===== src/rtl/code_sender_if.sv =====
// code_sender_if -- handshake and button bus for code_sender.
//   start, abort : send request / cancel (master -> slave)
//   code, sw     : four 2-bit symbols (symbol 0 in [1:0]) and mirror select
//   btnR/L/U/D   : generated button levels (slave -> master)
//   busy, done   : send in progress / one-cycle completion pulse
interface code_sender_if;
  logic       start;
  logic       abort;
  logic [7:0] code;
  logic       sw;
  logic       btnR, btnL, btnU, btnD;
  logic       busy;
  logic       done;

  modport master (output start, abort, code, sw,
                  input  btnR, btnL, btnU, btnD, busy, done);
  modport slave  (input  start, abort, code, sw,
                  output btnR, btnL, btnU, btnD, busy, done);
endinterface


===== src/rtl/code_sender.sv =====
// code_sender -- plays a 4-symbol button code as timed presses.
//   Each symbol holds one button high for PRESS_CYCLES, then all buttons
//   are low for GAP_CYCLES; done pulses once after the fourth gap.
// Ports:
//   clk   : clock, rising edge
//   reset : synchronous, active-high
//   bus   : code_sender_if.slave (start, abort, code, sw in;
//           btnR/L/U/D, busy, done out, all registered)
// Option: define CODE_SENDER_MIRROR_EN to honour sw (R<->L, U<->D);
//   without it sw is accepted but ignored.
module code_sender #(
  parameter int unsigned PRESS_CYCLES = 3,
  parameter int unsigned GAP_CYCLES   = 2
) (
  input  logic          clk,
  input  logic          reset,
  code_sender_if.slave  bus
);
  typedef enum logic [1:0] {IDLE, PRESS, GAP, DONE} state_t;

  localparam logic [31:0] P_LAST = 32'(PRESS_CYCLES - 1);
  localparam logic [31:0] G_LAST = 32'(GAP_CYCLES - 1);

  state_t      state;
  logic [31:0] cnt;
  logic [1:0]  idx;
  logic [7:0]  code_q;
  logic [3:0]  btn;      // {D,U,L,R}
  logic        busy_q;
  logic        done_q;
  logic [1:0]  idx_nxt;

`ifdef CODE_SENDER_MIRROR_EN
  logic sw_q;
  wire  mir_start = bus.sw;
  wire  mir_run   = sw_q;
`else
  wire  mir_start = 1'b0;
  wire  mir_run   = 1'b0;
`endif

  assign idx_nxt = idx + 2'd1;

  // Encoding 0=R,1=L,2=U,3=D: flipping bit 0 swaps R<->L and U<->D.
  function automatic logic [3:0] btn_of(input logic [1:0] sym, input logic mir);
    logic [1:0] s;
    s = sym ^ {1'b0, mir};
    return 4'b0001 << s;
  endfunction

  always_ff @(posedge clk) begin
    if (reset) begin
      state  <= IDLE;
      cnt    <= '0;
      idx    <= '0;
      code_q <= '0;
      btn    <= '0;
      busy_q <= 1'b0;
      done_q <= 1'b0;
`ifdef CODE_SENDER_MIRROR_EN
      sw_q   <= 1'b0;
`endif
    end else begin
      case (state)
        IDLE: begin
          done_q <= 1'b0;
          // abort wins over start, so both together stay idle
          if (bus.start && !bus.abort) begin
            code_q <= bus.code;
`ifdef CODE_SENDER_MIRROR_EN
            sw_q   <= bus.sw;
`endif
            idx    <= '0;
            cnt    <= '0;
            btn    <= btn_of(bus.code[1:0], mir_start);
            busy_q <= 1'b1;
            state  <= PRESS;
          end
        end
        PRESS, GAP: begin
          if (bus.abort) begin
            btn    <= '0;
            busy_q <= 1'b0;
            cnt    <= '0;
            idx    <= '0;
            state  <= IDLE;
          end else if (state == PRESS) begin
            if (cnt == P_LAST) begin
              btn   <= '0;
              cnt   <= '0;
              state <= GAP;
            end else begin
              cnt <= cnt + 32'd1;
            end
          end else begin
            if (cnt == G_LAST) begin
              cnt <= '0;
              if (idx == 2'd3) begin
                busy_q <= 1'b0;
                done_q <= 1'b1;
                state  <= DONE;
              end else begin
                idx   <= idx_nxt;
                btn   <= btn_of(code_q[{idx_nxt, 1'b0} +: 2], mir_run);
                state <= PRESS;
              end
            end else begin
              cnt <= cnt + 32'd1;
            end
          end
        end
        DONE: begin
          // start is not looked at here; a held start launches from IDLE
          done_q <= 1'b0;
          state  <= IDLE;
        end
        default: state <= IDLE;
      endcase
    end
  end

  assign bus.btnR = btn[0];
  assign bus.btnL = btn[1];
  assign bus.btnU = btn[2];
  assign bus.btnD = btn[3];
  assign bus.busy = busy_q;
  assign bus.done = done_q;
endmodule


===== src/flat_wrapper.sv =====
// flat-port wrapper written by rule: the top's interface ports become plain ports
module code_sender_flat 
#(
  parameter int unsigned PRESS_CYCLES = 3,
  parameter int unsigned GAP_CYCLES   = 2
)
  (clk, reset, bus_start, bus_abort, bus_code, bus_sw, bus_btnR, bus_btnL, bus_btnU, bus_btnD, bus_busy, bus_done);
  code_sender_if bus_i ();
  input  logic clk;
  input  logic reset;
  input wire logic [$bits(bus_i.start)-1:0] bus_start;
  input wire logic [$bits(bus_i.abort)-1:0] bus_abort;
  input wire logic [$bits(bus_i.code)-1:0] bus_code;
  input wire logic [$bits(bus_i.sw)-1:0] bus_sw;
  output wire logic [$bits(bus_i.btnR)-1:0] bus_btnR;
  output wire logic [$bits(bus_i.btnL)-1:0] bus_btnL;
  output wire logic [$bits(bus_i.btnU)-1:0] bus_btnU;
  output wire logic [$bits(bus_i.btnD)-1:0] bus_btnD;
  output wire logic [$bits(bus_i.busy)-1:0] bus_busy;
  output wire logic [$bits(bus_i.done)-1:0] bus_done;
  assign bus_i.start = bus_start;
  assign bus_i.abort = bus_abort;
  assign bus_i.code = bus_code;
  assign bus_i.sw = bus_sw;
  assign bus_btnR = bus_i.btnR;
  assign bus_btnL = bus_i.btnL;
  assign bus_btnU = bus_i.btnU;
  assign bus_btnD = bus_i.btnD;
  assign bus_busy = bus_i.busy;
  assign bus_done = bus_i.done;
  code_sender #(.PRESS_CYCLES(PRESS_CYCLES), .GAP_CYCLES(GAP_CYCLES)) u_core (.clk(clk), .reset(reset), .bus(bus_i));
endmodule

===== config.mk =====
export PLATFORM = sky130hd
export DESIGN_NAME = code_sender_flat
export DESIGN_NICKNAME = d
export VERILOG_FILES = /design/src/rtl/code_sender_if.sv /design/src/rtl/code_sender.sv /design/src/flat_wrapper.sv
export SDC_FILE = /design/constraint.sdc
export NUM_CORES = 1
export LEC_CHECK = 0
export BUFFER_PORTS_ARGS = -buffer_cell sky130_fd_sc_hd__buf_2
export CORE_AREA = 2 2 67 69
export DETAILED_ROUTE_END_ITERATION = 8
export DIE_AREA = 0 0 69 71
export PLACE_DENSITY = 0.83
export RECOVER_POWER = 50
export REMOVE_ABC_BUFFERS = 1
export SYNTH_ARGS = -nofsm -noshare
export SYNTH_HDL_FRONTEND = slang
export SYNTH_SLANG_ARGS = --single-unit

===== constraint.sdc =====
create_clock -name clk -period 4 [get_ports clk]
set_input_delay 0.2 -clock clk [delete_from_list [all_inputs] [get_ports clk]]
set_output_delay 0.2 -clock clk [all_outputs]
set_load 0.005 [all_outputs]

==> results by group <==
Pwr
  – Overall power consumption: 0.0009507 W
  – Maximum resistive drop on vdd: 0.2494 mV
  – Leakage power total: 0.9953 nW
  – Pwr dens: 342.7 nW/um2

STA
  – Final Worst Setup Slack: 933.8 ps
  – Max Clk Rate: 326.1 MHz
  – Final critical-path required period: 3066 ps
  – Number of hold-slack violations in the final timing report: 0
  – Worst-margin pin slew: 1691 ps
  – Setup repair after global routing missed its margin: no
  – Sum of negative setup slack: 0 ps
  – Final setup violating endpoints: 0
  – Number of slew-limit violations in the final report: 26
  – Worst Skew: 6.028 ps
  – Normalized max-slew margin: -0.1350
  – Period utilization: 0.7665

Floorplanning
  – Overall die area: 4899 um2
  – Die Y-Extent: 71 um
  – Core region area: 4204 um2
  – Top-level port count: 19
  – Row count: 24
  – Horiz. Die Dim: 69 um
  – Starting density of the core: 0.6176

Yosys
  – Avg Inst Size Synth: 8.742 um2
  – Count of mapped cells out of synthesis: 297
  – Part of the Yosys area used for sequential elements: 0.3855
  – Cell area after synthesis: 2596 um2
  – Number of enable flip-flop cells after synthesis: 0
  – Number of synthesized register bits: 50
  – Fraction of synthesis flops using an asynchronous set or reset pin: 0
  – Commonest register cell after synthesis: dfxtp_1
  – Yosys warns: 0
  – Synth unique cells: 48

Final layout
  – Net count, final: 330
  – Fill cells: 345
  – Most frequent cells in the layout: dfxtp_1 (50), nor2_1 (38), nand2_1 (20)
  – Ratio of cells with drive above 1 in the final layout: 0.1133
  – Combined flip-flop and latch cell area: 1001 um2
  – Total area of multi-input combinational cells: 1506 um2
  – Layout-stage area growth over the synthesis result: 6.843%
  – Leading cell type in the layout, fill and taps excluded: dfxtp_1
  – Final Core Density: 0.6598
  – Diodes inserted: 0

Clock tree
  – Setup bufs post-CTS: 0
  – Clk buf depth: 2
  – Inserted Clock Buffers: 5
  – Number of sinks driven by the clock tree: 50
  – Post-CTS Hold Buffers: 0
  – H-tree Lvls: 2
  – Count of cells resized by post-cts repair: 0
  – TritonCTS clock tree: yes
  – Clock slew at the register clock pins of the worst setup and hold paths: 90 ps
  – Cell at the root of the clock tree: clkbuf_8
  – Clock latency on the worst-skew pair: 310 ps

Routing
  – Final wirelength: 5306 um
  – First-pass DRT Iterations: 4
  – Vias: 2204
  – Post-detailed-route DRC marker count: 0
  – Per-cell via count in the routed design: 6.105
  – Antenna violation net count after detailed routing: 0
  – Final routed wire length divided by cell count: 14.70 um
  – Initial drt markers: 170

Critical path
  – Highest fanout seen on the critical path: 25
  – Worst EP arrival: 3200 ps
  – Type of the setup path with the least slack: reg -> reg
  – Crit start category: flop
  – Data required time at the worst endpoint: 4130 ps
  – Category of the worst setup path capture point: flop

Run status
  – Outcome: finished, violations left
  – Violations in the final reports: capacitance limit, slew limit

Global routing
  – Met2 track demand over resource: 0.3665
  – Total global routing overflow: 0
  – Global router's overall resource usage: 0.2328
  – Grt met3 use: 0.04701
  – Maximum number of pins on one net before global-route repair: 27
  – Busiest layer in global routing: met2
  – Initial antenna violation count: 0
  – Global-route wire length before repair: 9377 um
  – Met1 Resource Use GR: 0.3136
  – Via count of the first global-routing pass: 2053

Placed design
  – Final GP Congestion: 0.8275
  – Count of input and output buffers: 17
  – Place WS: 1500 ps
  – DP HPWL: 3688 um

Job
  – Number of maximum-capacitance constraint violations: 1

Hold path
  – Path type of the worst min-delay path: in -> reg
==> cells in the mapped netlist (2+ instances only) <==
| library cell | number | share of area |
|---|---|---|
| dfxtp_1 | 50 | 0.39 |
| nor2_1 | 38 | 0.055 |
| nand2_1 | 20 | 0.029 |
| a21oi_1 | 19 | 0.037 |
| nand3_1 | 17 | 0.033 |
| xor2_1 | 17 | 0.057 |
| nand4_1 | 10 | 0.024 |
| o21ai_0 | 10 | 0.019 |
| ha_1 | 9 | 0.043 |
| nor4_1 | 9 | 0.022 |
| mux2i_1 | 8 | 0.031 |
| or3_1 | 8 | 0.019 |
| clkbuf_1 | 7 | 0.010 |
| and3_1 | 6 | 0.014 |
| and4_1 | 6 | 0.020 |
| inv_1 | 6 | 0.0087 |
| a31oi_1 | 5 | 0.012 |
| buf_2 | 5 | 0.0096 |
| nand3b_1 | 4 | 0.012 |
| nor3_1 | 4 | 0.0077 |
| a211oi_1 | 3 | 0.0087 |
| a2111oi_2 | 2 | 0.012 |
| a211oi_4 | 2 | 0.015 |
| and2_1 | 2 | 0.0048 |
| mux4_2 | 2 | 0.017 |
| nand2b_1 | 2 | 0.0048 |
| o22ai_1 | 2 | 0.0048 |
| or4_1 | 2 | 0.0058 |
| or4b_1 | 2 | 0.0077 |
| xnor2_1 | 2 | 0.0067 |
==> final cells by class <==
cell class / instances / share of cell area
timing repair buffer: 17 / 0.03022
sequential: 50 / 0.3608
clock inverter: 2 / 0.004511
inverter: 6 / 0.008119
tap: 52 / 0.02346
multi-input combinational: 228 / 0.5431
clock buffer: 6 / 0.02977
==> worst max-delay path, cell delays in order (launching register included) <==
cell     delay (ps)
dfxtp_1         460
inv_1            80
ha_1            370
a21oi_1         600
a21oi_1         270
o21ai_1         950
nor2_1          150
==> layer usage <==
layer	wire length (um)	share of wire
met5	0	0
met4	90	0.017
met3	220	0.041
met2	2447	0.46
met1	2548	0.48
==> kinds of logic after synthesis <==
kind of cell | count (synthesis) | synth area share
AOI/OAI and AO/OA | 51 | 0.1345
xor gates and xnor gates | 19 | 0.06410
adders and majority gates | 9 | 0.04337
buffers and inverters | 19 | 0.03277
DFF | 50 | 0.3855
muxes | 11 | 0.05253
and+or+nand+nor | 138 | 0.2872
==> power by group <==
group | switching, W | total (W) | internal, W
combinational | 0.0000776 | 0.000121 | 0.0000435
clock | 0.000169 | 0.000308 | 0.000139
sequential | 0.00000989 | 0.000522 | 0.000512
==> through the flow <==
step	instance area (um2)	hold WS, ps	instances
6_report	2774	119.2	361
5_1_grt	2774	134.4	361
4_1_cts	2779	117.1	361
3_5_place_dp	2684	440.0	353
3_3_place_gp	2684	431.6	353
2_1_floorplan	2534	269.1	284
==> worst paths after layout <==
| path | slack, ps | cells past startpoint | from | endpoint |
|---|---|---|---|---|
| setup / recovery | 930 | 6 | u_core.state[0] | u_core.cnt[23] |
| hold / removal | 120 | 3 | bus_code[4] | u_core.code_q[4] |
| setup reg to reg | 930 | 6 | u_core.state[0] | u_core.cnt[23] |
| hold reg to reg | 490 | 2 | u_core.idx[1] | u_core.idx[1] |
==> registers in the layout, indices dropped and copies added (netlist names) <==
signal,flops
u_core.idx,2
u_core.bus.done,1
u_core.cnt,32
u_core.code_q,8
u_core.state,2
u_core.bus.busy,1
u_core.btn,4
(Power assumes the default switching activity.)
